<file path="src/rtl/demux_1to2_4bit_buf_if.sv">
// Bus bundle for the 1-to-2 demux: one input stream, two buffered output channels,
// and the per-channel accept counters. The slave modport is the demux's view.
interface demux_1to2_4bit_buf_if #(
   parameter int WIDTH = 4,
   parameter int CNT_W = 8
);
   logic [WIDTH-1:0] in_data;
   logic             in_valid;
   logic             in_ready;
   logic             sel;
   logic [WIDTH-1:0] out_a;
   logic             out_a_valid;
   logic             out_a_ready;
   logic [WIDTH-1:0] out_b;
   logic             out_b_valid;
   logic             out_b_ready;
   logic [CNT_W-1:0] count_a;
   logic [CNT_W-1:0] count_b;

   modport slave (
      input  in_data, in_valid, sel, out_a_ready, out_b_ready,
      output in_ready, out_a, out_a_valid, out_b, out_b_valid, count_a, count_b
   );

   modport master (
      output in_data, in_valid, sel, out_a_ready, out_b_ready,
      input  in_ready, out_a, out_a_valid, out_b, out_b_valid, count_a, count_b
   );
endinterface

</file>
<file path="src/rtl/demux_1to2_4bit_buf.sv">
// Registered 1-to-2 demux with a one-entry buffer and accept counter per channel.
// Optional macro DEMUX_RR_EN replaces sel with a strict A,B round-robin pointer.
module demux_1to2_4bit_buf #(
   parameter int WIDTH = 4,
   parameter int CNT_W = 8
) (
   input logic                   clk,
   input logic                   rst,
   demux_1to2_4bit_buf_if.slave  bus
);

   typedef enum logic {EMPTY = 1'b0, FULL = 1'b1} state_e;

   state_e           st_a_q, st_a_d;
   state_e           st_b_q, st_b_d;
   logic [WIDTH-1:0] data_a_q, data_a_d;
   logic [WIDTH-1:0] data_b_q, data_b_d;
   logic [CNT_W-1:0] count_a_q, count_a_d;
   logic [CNT_W-1:0] count_b_q, count_b_d;

   logic dst_b;
   logic drain_a, drain_b;
   logic accept, fill_a, fill_b;
   logic ready_a, ready_b;

`ifdef DEMUX_RR_EN
   logic ptr_q, ptr_d;

   always_ff @(posedge clk) begin
      if (rst) ptr_q <= 1'b0;
      else     ptr_q <= ptr_d;
   end

   always_comb begin
      dst_b = ptr_q;
      ptr_d = ptr_q ^ accept;
   end
`else
   always_comb dst_b = bus.sel;
`endif

   always_comb begin
      drain_a = (st_a_q == FULL) & bus.out_a_ready;
      drain_b = (st_b_q == FULL) & bus.out_b_ready;
      ready_a = (st_a_q == EMPTY) | bus.out_a_ready;
      ready_b = (st_b_q == EMPTY) | bus.out_b_ready;
      // Readiness looks only at the destination channel, so a stalled sibling never blocks.
      bus.in_ready = dst_b ? ready_b : ready_a;
      accept = bus.in_valid & bus.in_ready;
      fill_a = accept & ~dst_b;
      fill_b = accept & dst_b;
   end

   always_ff @(posedge clk) begin
      if (rst) begin
         st_a_q    <= EMPTY;
         st_b_q    <= EMPTY;
         data_a_q  <= '0;
         data_b_q  <= '0;
         count_a_q <= '0;
         count_b_q <= '0;
      end else begin
         st_a_q    <= st_a_d;
         st_b_q    <= st_b_d;
         data_a_q  <= data_a_d;
         data_b_q  <= data_b_d;
         count_a_q <= count_a_d;
         count_b_q <= count_b_d;
      end
   end

   always_comb begin
      st_a_d = st_a_q;
      unique case (st_a_q)
         EMPTY:   if (fill_a) st_a_d = FULL;
         FULL:    if (drain_a && !fill_a) st_a_d = EMPTY;
         default: st_a_d = EMPTY;
      endcase

      st_b_d = st_b_q;
      unique case (st_b_q)
         EMPTY:   if (fill_b) st_b_d = FULL;
         FULL:    if (drain_b && !fill_b) st_b_d = EMPTY;
         default: st_b_d = EMPTY;
      endcase

      // Data is only written on fill; after a drain it lingers with valid low.
      data_a_d  = fill_a ? bus.in_data : data_a_q;
      data_b_d  = fill_b ? bus.in_data : data_b_q;
      count_a_d = count_a_q + {{(CNT_W-1){1'b0}}, fill_a};
      count_b_d = count_b_q + {{(CNT_W-1){1'b0}}, fill_b};
   end

   always_comb begin
      bus.out_a_valid = (st_a_q == FULL);
      bus.out_b_valid = (st_b_q == FULL);
      bus.out_a       = data_a_q;
      bus.out_b       = data_b_q;
      bus.count_a     = count_a_q;
      bus.count_b     = count_b_q;
   end

endmodule
</file>
<file path="src/flat_wrapper.sv">
// flat-port wrapper written by rule: the top's interface ports become plain ports
module demux_1to2_4bit_buf_flat 
#(
   parameter int WIDTH = 4,
   parameter int CNT_W = 8
)
  (clk, rst, bus_in_data, bus_in_valid, bus_sel, bus_out_a_ready, bus_out_b_ready, bus_in_ready, bus_out_a, bus_out_a_valid, bus_out_b, bus_out_b_valid, bus_count_a, bus_count_b);
  demux_1to2_4bit_buf_if #(.WIDTH(WIDTH), .CNT_W(CNT_W)) bus_i ();
  input logic clk;
  input logic rst;
  input wire logic [$bits(bus_i.in_data)-1:0] bus_in_data;
  input wire logic [$bits(bus_i.in_valid)-1:0] bus_in_valid;
  input wire logic [$bits(bus_i.sel)-1:0] bus_sel;
  input wire logic [$bits(bus_i.out_a_ready)-1:0] bus_out_a_ready;
  input wire logic [$bits(bus_i.out_b_ready)-1:0] bus_out_b_ready;
  output wire logic [$bits(bus_i.in_ready)-1:0] bus_in_ready;
  output wire logic [$bits(bus_i.out_a)-1:0] bus_out_a;
  output wire logic [$bits(bus_i.out_a_valid)-1:0] bus_out_a_valid;
  output wire logic [$bits(bus_i.out_b)-1:0] bus_out_b;
  output wire logic [$bits(bus_i.out_b_valid)-1:0] bus_out_b_valid;
  output wire logic [$bits(bus_i.count_a)-1:0] bus_count_a;
  output wire logic [$bits(bus_i.count_b)-1:0] bus_count_b;
  assign bus_i.in_data = bus_in_data;
  assign bus_i.in_valid = bus_in_valid;
  assign bus_i.sel = bus_sel;
  assign bus_i.out_a_ready = bus_out_a_ready;
  assign bus_i.out_b_ready = bus_out_b_ready;
  assign bus_in_ready = bus_i.in_ready;
  assign bus_out_a = bus_i.out_a;
  assign bus_out_a_valid = bus_i.out_a_valid;
  assign bus_out_b = bus_i.out_b;
  assign bus_out_b_valid = bus_i.out_b_valid;
  assign bus_count_a = bus_i.count_a;
  assign bus_count_b = bus_i.count_b;
  demux_1to2_4bit_buf #(.WIDTH(WIDTH), .CNT_W(CNT_W)) u_core (.clk(clk), .rst(rst), .bus(bus_i));
endmodule
</file>
<file path="config.mk">
export PLATFORM = sky130hd
export DESIGN_NAME = demux_1to2_4bit_buf_flat
export DESIGN_NICKNAME = d
export VERILOG_FILES = /design/src/rtl/demux_1to2_4bit_buf_if.sv /design/src/rtl/demux_1to2_4bit_buf.sv /design/src/flat_wrapper.sv
export SDC_FILE = /design/constraint.sdc
export NUM_CORES = 1
export LEC_CHECK = 0
export ABC_AREA = 1
export ABC_CLOCK_PERIOD_IN_PS = 2100
export CAP_MARGIN = 10
export CORE_AREA = 2 2 72 74
export DETAILED_ROUTE_END_ITERATION = 16
export DIE_AREA = 0 0 74 76
export MAX_ROUTING_LAYER = met4
export SYNTH_ARGS = -nofsm -noshare
export SYNTH_HDL_FRONTEND = slang
export SYNTH_SLANG_ARGS = --single-unit
</file>
<file path="constraint.sdc">
create_clock -name clk -period 2.1 [get_ports clk]
set_input_delay 0.42 -clock clk [delete_from_list [all_inputs] [get_ports clk]]
set_output_delay 0.42 -clock clk [all_outputs]
set_load 0.01 [all_outputs]
</file>
==> impl_metrics.env, run 1 <==
export IMPL_min_period_over_period_pct=88.63
export IMPL_grtUsageTotal_pct=9.636
export IMPL_row_count=26
export IMPL_ys_types=18
export IMPL_grt_busiest_layer="met2"
export IMPL_p_leak_nw=0.7271
export IMPL_remaining_drc_errors=0
export IMPL_final_util_pct=34.31
export IMPL_synth_cells=160
export IMPL_ys_warn_count=0
export IMPL_relSlewSlack_pct=72.48
export IMPL_grt_use_met2_pct=14.55
export IMPL_finalHoldViolCount=0
export IMPL_insertion_delay_ns=0.27
export IMPL_layout_setup_ws_ns=0.2388
export IMPL_fp_dieW_um=74
export IMPL_syn_area_per_cell_sq_um=7.257
export IMPL_ys_seq_elements=26
export IMPL_synth_compound_area_share_pct=5.927
export IMPL_h_tree_depth=1
export IMPL_cp_max_fo=4
export IMPL_yosysSeqAreaShare_pct=44.83
export IMPL_cap_violations=0
export IMPL_firstDrtPassIters=3
export IMPL_dp_hpwl_mm=1.871
export IMPL_max_freq_ghz=0.5373
export IMPL_wl_per_cell_um=9.193
export IMPL_whs_ns=0.5074
export IMPL_required_ns=1.68
export IMPL_grt_overflow=0
export IMPL_synthXorXnorAreaFrac_pct=2.263
export IMPL_io_buffers=36
export IMPL_grt_max_degree=19
export IMPL_use_met1_pct=12.22
export IMPL_grt_pass1_vias=945
export IMPL_min_period_ns=1.861
export IMPL_path_class="in2out"
export IMPL_tightest_slew_ns=0.4115
export IMPL_dieArea_sq_um=5624
export IMPL_yosysTopAreaCellShare_pct=44.83
export IMPL_skew_ns=0.001161
export IMPL_finalNetCount=219
export IMPL_status="finished, final reports clean"
export IMPL_fin_cells=274
export IMPL_drive_above_1_share_pct=9.314
export IMPL_clkSinkCount=26
export IMPL_antenna_diode_count=0
export IMPL_setup_violations=0
export IMPL_synth_area_leaders="dfxtp_1 45%, nand2_1 12%, nor2_1 11%"
export IMPL_synth_top_area_cell="dfxtp_1"
export IMPL_die_h_um=76
export IMPL_synth_most_common_cell="nand2_1"
export IMPL_root_buffer="clkbuf_8"
export IMPL_cts_tree="done"
export IMPL_total_power_uw=990.4
export IMPL_synthSimpleGateAreaFrac_pct=31.79
export IMPL_met3_usage_pct=1.984
export IMPL_synth_fp_nets=174
export IMPL_powerDensity_nw_per_um2=587.6
export IMPL_arrival_ns=1.44
export IMPL_fin_tns_setup_ns=0
export IMPL_muxShareOfSynthArea_pct=0
export IMPL_area_growth_pct=45.15
export IMPL_endpoint_kind="output pin"
export IMPL_place_ws_ns=-0.03792
export IMPL_clock_path_buffers=2
export IMPL_drt_antenna_violating_nets=0
export IMPL_slew_violations=0
export IMPL_synth_top_family_by_area="simple AND/OR/NAND/NOR gates"
export IMPL_synth_edf_count=0
export IMPL_rsz0062_at_grt="false"
export IMPL_synth_area_sq_um=1161
export IMPL_drtIter0Drc=55
export IMPL_hold_class="reg2reg"
export IMPL_peakVddDrop_mv=0.2328
export IMPL_place_gp_congestion=0.7218
export IMPL_io_pins=37
export IMPL_drt_vias_per_instance=3.861
export IMPL_cts_made_buffers=3
export IMPL_synthAdderAreaFrac_pct=4.310
export IMPL_antenna_found_initial=0
export IMPL_ys_flop_type="dfxtp_1"
export IMPL_crit_path_start_kind="input port"
export IMPL_initial_core_util_pct=23.64
export IMPL_num_vias=1058
export IMPL_dp_cells=270
export IMPL_wl_mm=2.519
export IMPL_clk_pin_slew_ns=0.09
export IMPL_async_reset_ff_share_pct=0
export IMPL_synthTopCellsByCount="36 x nand2_1, 34 x nor2_1, 26 x dfxtp_1, 25 x inv_1"
export IMPL_grt_pass1_wl_mm=4.077
export IMPL_core_sq_um=4912
export IMPL_post_cts_buffers=0
export IMPL_placed_cell_area_sq_um=1632
export IMPL_finish_instance_area_sq_um=1685
==> layout make-up <==
class                   instances  area [sq um]
fillers                       535          3227
clock buffers                   4         55.05
flip-flops and latches         26         520.5
inverters                      27         103.9
multi-input cells             105         514.2
well taps                      70         87.58
repair buffers                 42         404.1
==> kinds of logic (layout without fill, tap and decap cells) <==
group | count (synthesis) | count (layout)
fa+ha+maj | 4 | 4
xor+xnor | 3 | 3
buf+inv | 29 | 73
flops | 26 | 26
simple gates | 85 | 85
compound gates | 13 | 13
==> sequential cells by signal, summed over array words and instances (netlist names) <==
register                flops
u_core.bus.count_a          8
u_core.bus.count_b          8
u_core.bus.out_a            4
u_core.bus.out_b            4
u_core.bus.out_a_valid      1
u_core.bus.out_b_valid      1
==> what timing repair did <==
item,in CTS,in global routing
resized for setup,1,0
hold buffers,0,0
endpoints found under the setup margin,1,0
==> final timing paths <==
kind                                      from  cells after the start                          endpoint  slack [ns]
min reg2reg   u_core.bus.count_b[3]$_SDFF_PP0_                      2  u_core.bus.count_b[3]$_SDFF_PP0_        0.51
max reg2reg  u_core.bus.out_a_valid$_SDFF_PP0_                     10  u_core.bus.count_a[6]$_SDFF_PP0_        0.54
max                                    bus_sel                      4                      bus_in_ready        0.24
min           u_core.bus.count_b[3]$_SDFF_PP0_                      2  u_core.bus.count_b[3]$_SDFF_PP0_        0.51
==> power breakdown <==
group / total (mW) / switching [mW] / internal [mW] / leakage, nW
clock: 0.335 / 0.167 / 0.168 / 0.0288
sequential: 0.521 / 0.00984 / 0.511 / 0.212
combinational: 0.134 / 0.0636 / 0.0708 / 0.487
==> per-layer routing <==
metal / vias to the layer above / routed length, um
met5: - / 0
met1: 464 / 1232
li1: 569 / -
met2: 20 / 1135
met3: 5 / 103
met4: 0 / 48
==> cell usage in the layout (no fill, tap or decap), drive strengths merged, types with 4 or more instances in the layout <==
| cell type | n |
|---|---|
| a21oi | 8 |
| buf | 6 |
| clkbuf | 4 |
| clkdlybuf4s50 | 35 |
| dfxtp | 26 |
| ha | 4 |
| inv | 27 |
| nand2 | 37 |
| nand3 | 10 |
| nor2 | 38 |
==> critical path: stages <==
cell and delay (ns):
clkdlybuf4s50_1 0.54, nor2_1 0.07, a31oi_1 0.13, dlygate4sd2_1 0.28
No activity file was read; power rests on OpenSTA's default activity.
==> run 2: changes to the inputs <==
--- a/config.mk
+++ b/config.mk
@@ -8,9 +8,9 @@
 export ABC_AREA = 1
 export ABC_CLOCK_PERIOD_IN_PS = 2100
 export CAP_MARGIN = 10
-export CORE_AREA = 2 2 72 74
+export CORE_AREA = 2 2 61 86
 export DETAILED_ROUTE_END_ITERATION = 16
-export DIE_AREA = 0 0 74 76
+export DIE_AREA = 0 0 63 88
 export MAX_ROUTING_LAYER = met4
 export SYNTH_ARGS = -nofsm -noshare
 export SYNTH_HDL_FRONTEND = slang
==> impl_metrics.env, run 2 (synthesis gave the netlist of run 1 again) <==
export IMPL_clk_pin_slew_ns=0.09
export IMPL_skew_ns=0.007267
export IMPL_mostFrequentLayoutCells="36 x nand2_1, 35 x clkdlybuf4s50_1, 34 x nor2_1"
export IMPL_place_ws_ns=-0.04718
export IMPL_path_cells="clkdlybuf4s50_1 -> nor2_1 -> a31oi_1 -> dlygate4sd2_1"
export IMPL_status="finished, final reports clean"
export IMPL_grt_pass1_wl_mm=4.291
export IMPL_fp_dieW_um=63
export IMPL_slew_violations=0
export IMPL_grt_max_degree=19
export IMPL_initial_core_util_pct=24.36
export IMPL_required_ns=1.68
export IMPL_endpoint_kind="output pin"
export IMPL_grt_pass1_vias=1000
export IMPL_dp_hpwl_mm=1.915
export IMPL_io_pins=37
export IMPL_max_freq_ghz=0.5361
export IMPL_clkSinkCount=26
export IMPL_cap_violations=0
export IMPL_powerDensity_nw_per_um2=624.9
export IMPL_relSlewSlack_pct=75.18
export IMPL_rsz0062_at_grt="false"
export IMPL_num_vias=1045
export IMPL_place_gp_congestion=0.7160
export IMPL_post_cts_buffers=0
export IMPL_drt_vias_per_instance=3.870
export IMPL_cts_made_buffers=3
export IMPL_wl_mm=2.452
export IMPL_path_class="in2out"
export IMPL_area_growth_pct=47.20
export IMPL_peakVddDrop_mv=0.2501
export IMPL_finalHoldViolCount=0
export IMPL_h_tree_depth=1
export IMPL_min_period_over_period_pct=88.83
export IMPL_finalNetCount=221
export IMPL_cts_hold_fix_buffers=0
export IMPL_row_count=30
export IMPL_antenna_found_initial=0
export IMPL_insertion_delay_ns=0.27
export IMPL_min_period_ns=1.865
export IMPL_slowest_delay_ns=0.54
export IMPL_hold_class="reg2reg"
export IMPL_die_h_um=88
export IMPL_drt_antenna_violating_nets=0
export IMPL_clock_path_buffers=2
export IMPL_layout_setup_ws_ns=0.2347
export IMPL_grt_overflow=0
export IMPL_antenna_diode_count=0
export IMPL_root_buffer="clkbuf_8"
export IMPL_crit_path_start_kind="input port"
export IMPL_dieArea_sq_um=5544
export IMPL_final_common_cell="nand2_1"
export IMPL_remaining_drc_errors=0
export IMPL_firstDrtPassIters=2
export IMPL_wl_per_cell_um=9.081
export IMPL_io_buffers=36
export IMPL_core_sq_um=4767
export IMPL_p_leak_nw=0.7449
export IMPL_drtIter0Drc=32
export IMPL_cts_tree="done"
export IMPL_crit_slowest_cell="clkdlybuf4s50_1"
export IMPL_path_buf_inv=2
export IMPL_critPathTopFamily="buffers and inverters"
export IMPL_total_power_mw=1.068
export IMPL_grtUsageTotal_pct=9.980
export IMPL_arrival_ns=1.45
export IMPL_drive_above_1_share_pct=10.19
export IMPL_tightest_slew_ns=0.3712
export IMPL_cp_max_fo=4
export IMPL_setup_violations=0
run 2: metrics by stage:
step	instance area (sq um)	hold slack [ns]	utilization [%]	cells	setup TNS, ns
after detailed placement	1639	0.4999	34.38	266	-0.04718
final	1709	0.5089	35.85	270	0
after global placement	1639	0.4871	34.38	266	-0.004240
after CTS	1709	0.5155	35.85	270	0
after global routing	1709	0.5392	35.85	270	0
after floorplan	1161	0.5067	-	160	0
run 2: metal layers:
metal / share of wire, % / global-route usage, %
met1: 44 / 11.42
met2: 50 / 16.83
met3: 5.3 / 2.185
met4: 0.94 / 4.242
met5: 0 / -
run 2: cell type report:
type                       count  area (sq um)
tap                           64         80.08
fill                         528          3058
clock inverter                 1         30.03
sequential                    26         520.5
multi-input combinational    105         514.2
timing repair buffer          44         419.2
clock buffer                   3         41.29
inverter                      27         103.9
run 2: worst paths after layout:
kind,from,end,slack (ns),cells past startpoint
worst min register to register,u_core.bus.count_b[3]$_SDFF_PP0_,u_core.bus.count_b[3]$_SDFF_PP0_,0.51,2
worst max-delay path,bus_sel,bus_in_ready,0.23,4
worst min-delay path,u_core.bus.count_b[3]$_SDFF_PP0_,u_core.bus.count_b[3]$_SDFF_PP0_,0.51,2
worst max register to register,u_core.bus.out_a_valid$_SDFF_PP0_,u_core.bus.count_a[4]$_SDFF_PP0_,0.59,9
run 2: worst min-delay path, delay by kind of cell (launching register included):
family	cells	cell delay (ns)
AO/OA/AOI/OAI	1	0.05
flip-flops	1	0.34
buffers and inverters	1	0.07
run 2: power by group:
part | total, mW | internal (mW) | switching, mW
clock | 0.413 | 0.255 | 0.158
combinational | 0.134 | 0.0714 | 0.0628
sequential | 0.521 | 0.511 | 0.00983
run 2: what timing repair did:
item	in CTS	in global routing
endpoints found under the hold margin	0	0
gates resized for setup	1	0
endpoints found under the setup margin	1	0
==> run 3: changes to the inputs <==
--- a/config.mk
+++ b/config.mk
@@ -6,8 +6,6 @@
 export NUM_CORES = 1
 export LEC_CHECK = 0
 export ABC_AREA = 1
-export ABC_CLOCK_PERIOD_IN_PS = 2100
-export CAP_MARGIN = 10
 export CORE_AREA = 2 2 61 86
 export DETAILED_ROUTE_END_ITERATION = 16
 export DIE_AREA = 0 0 63 88
==> results of run 3 <==
Same layout as run 2: the final DEF is identical, and so are final timing and power.
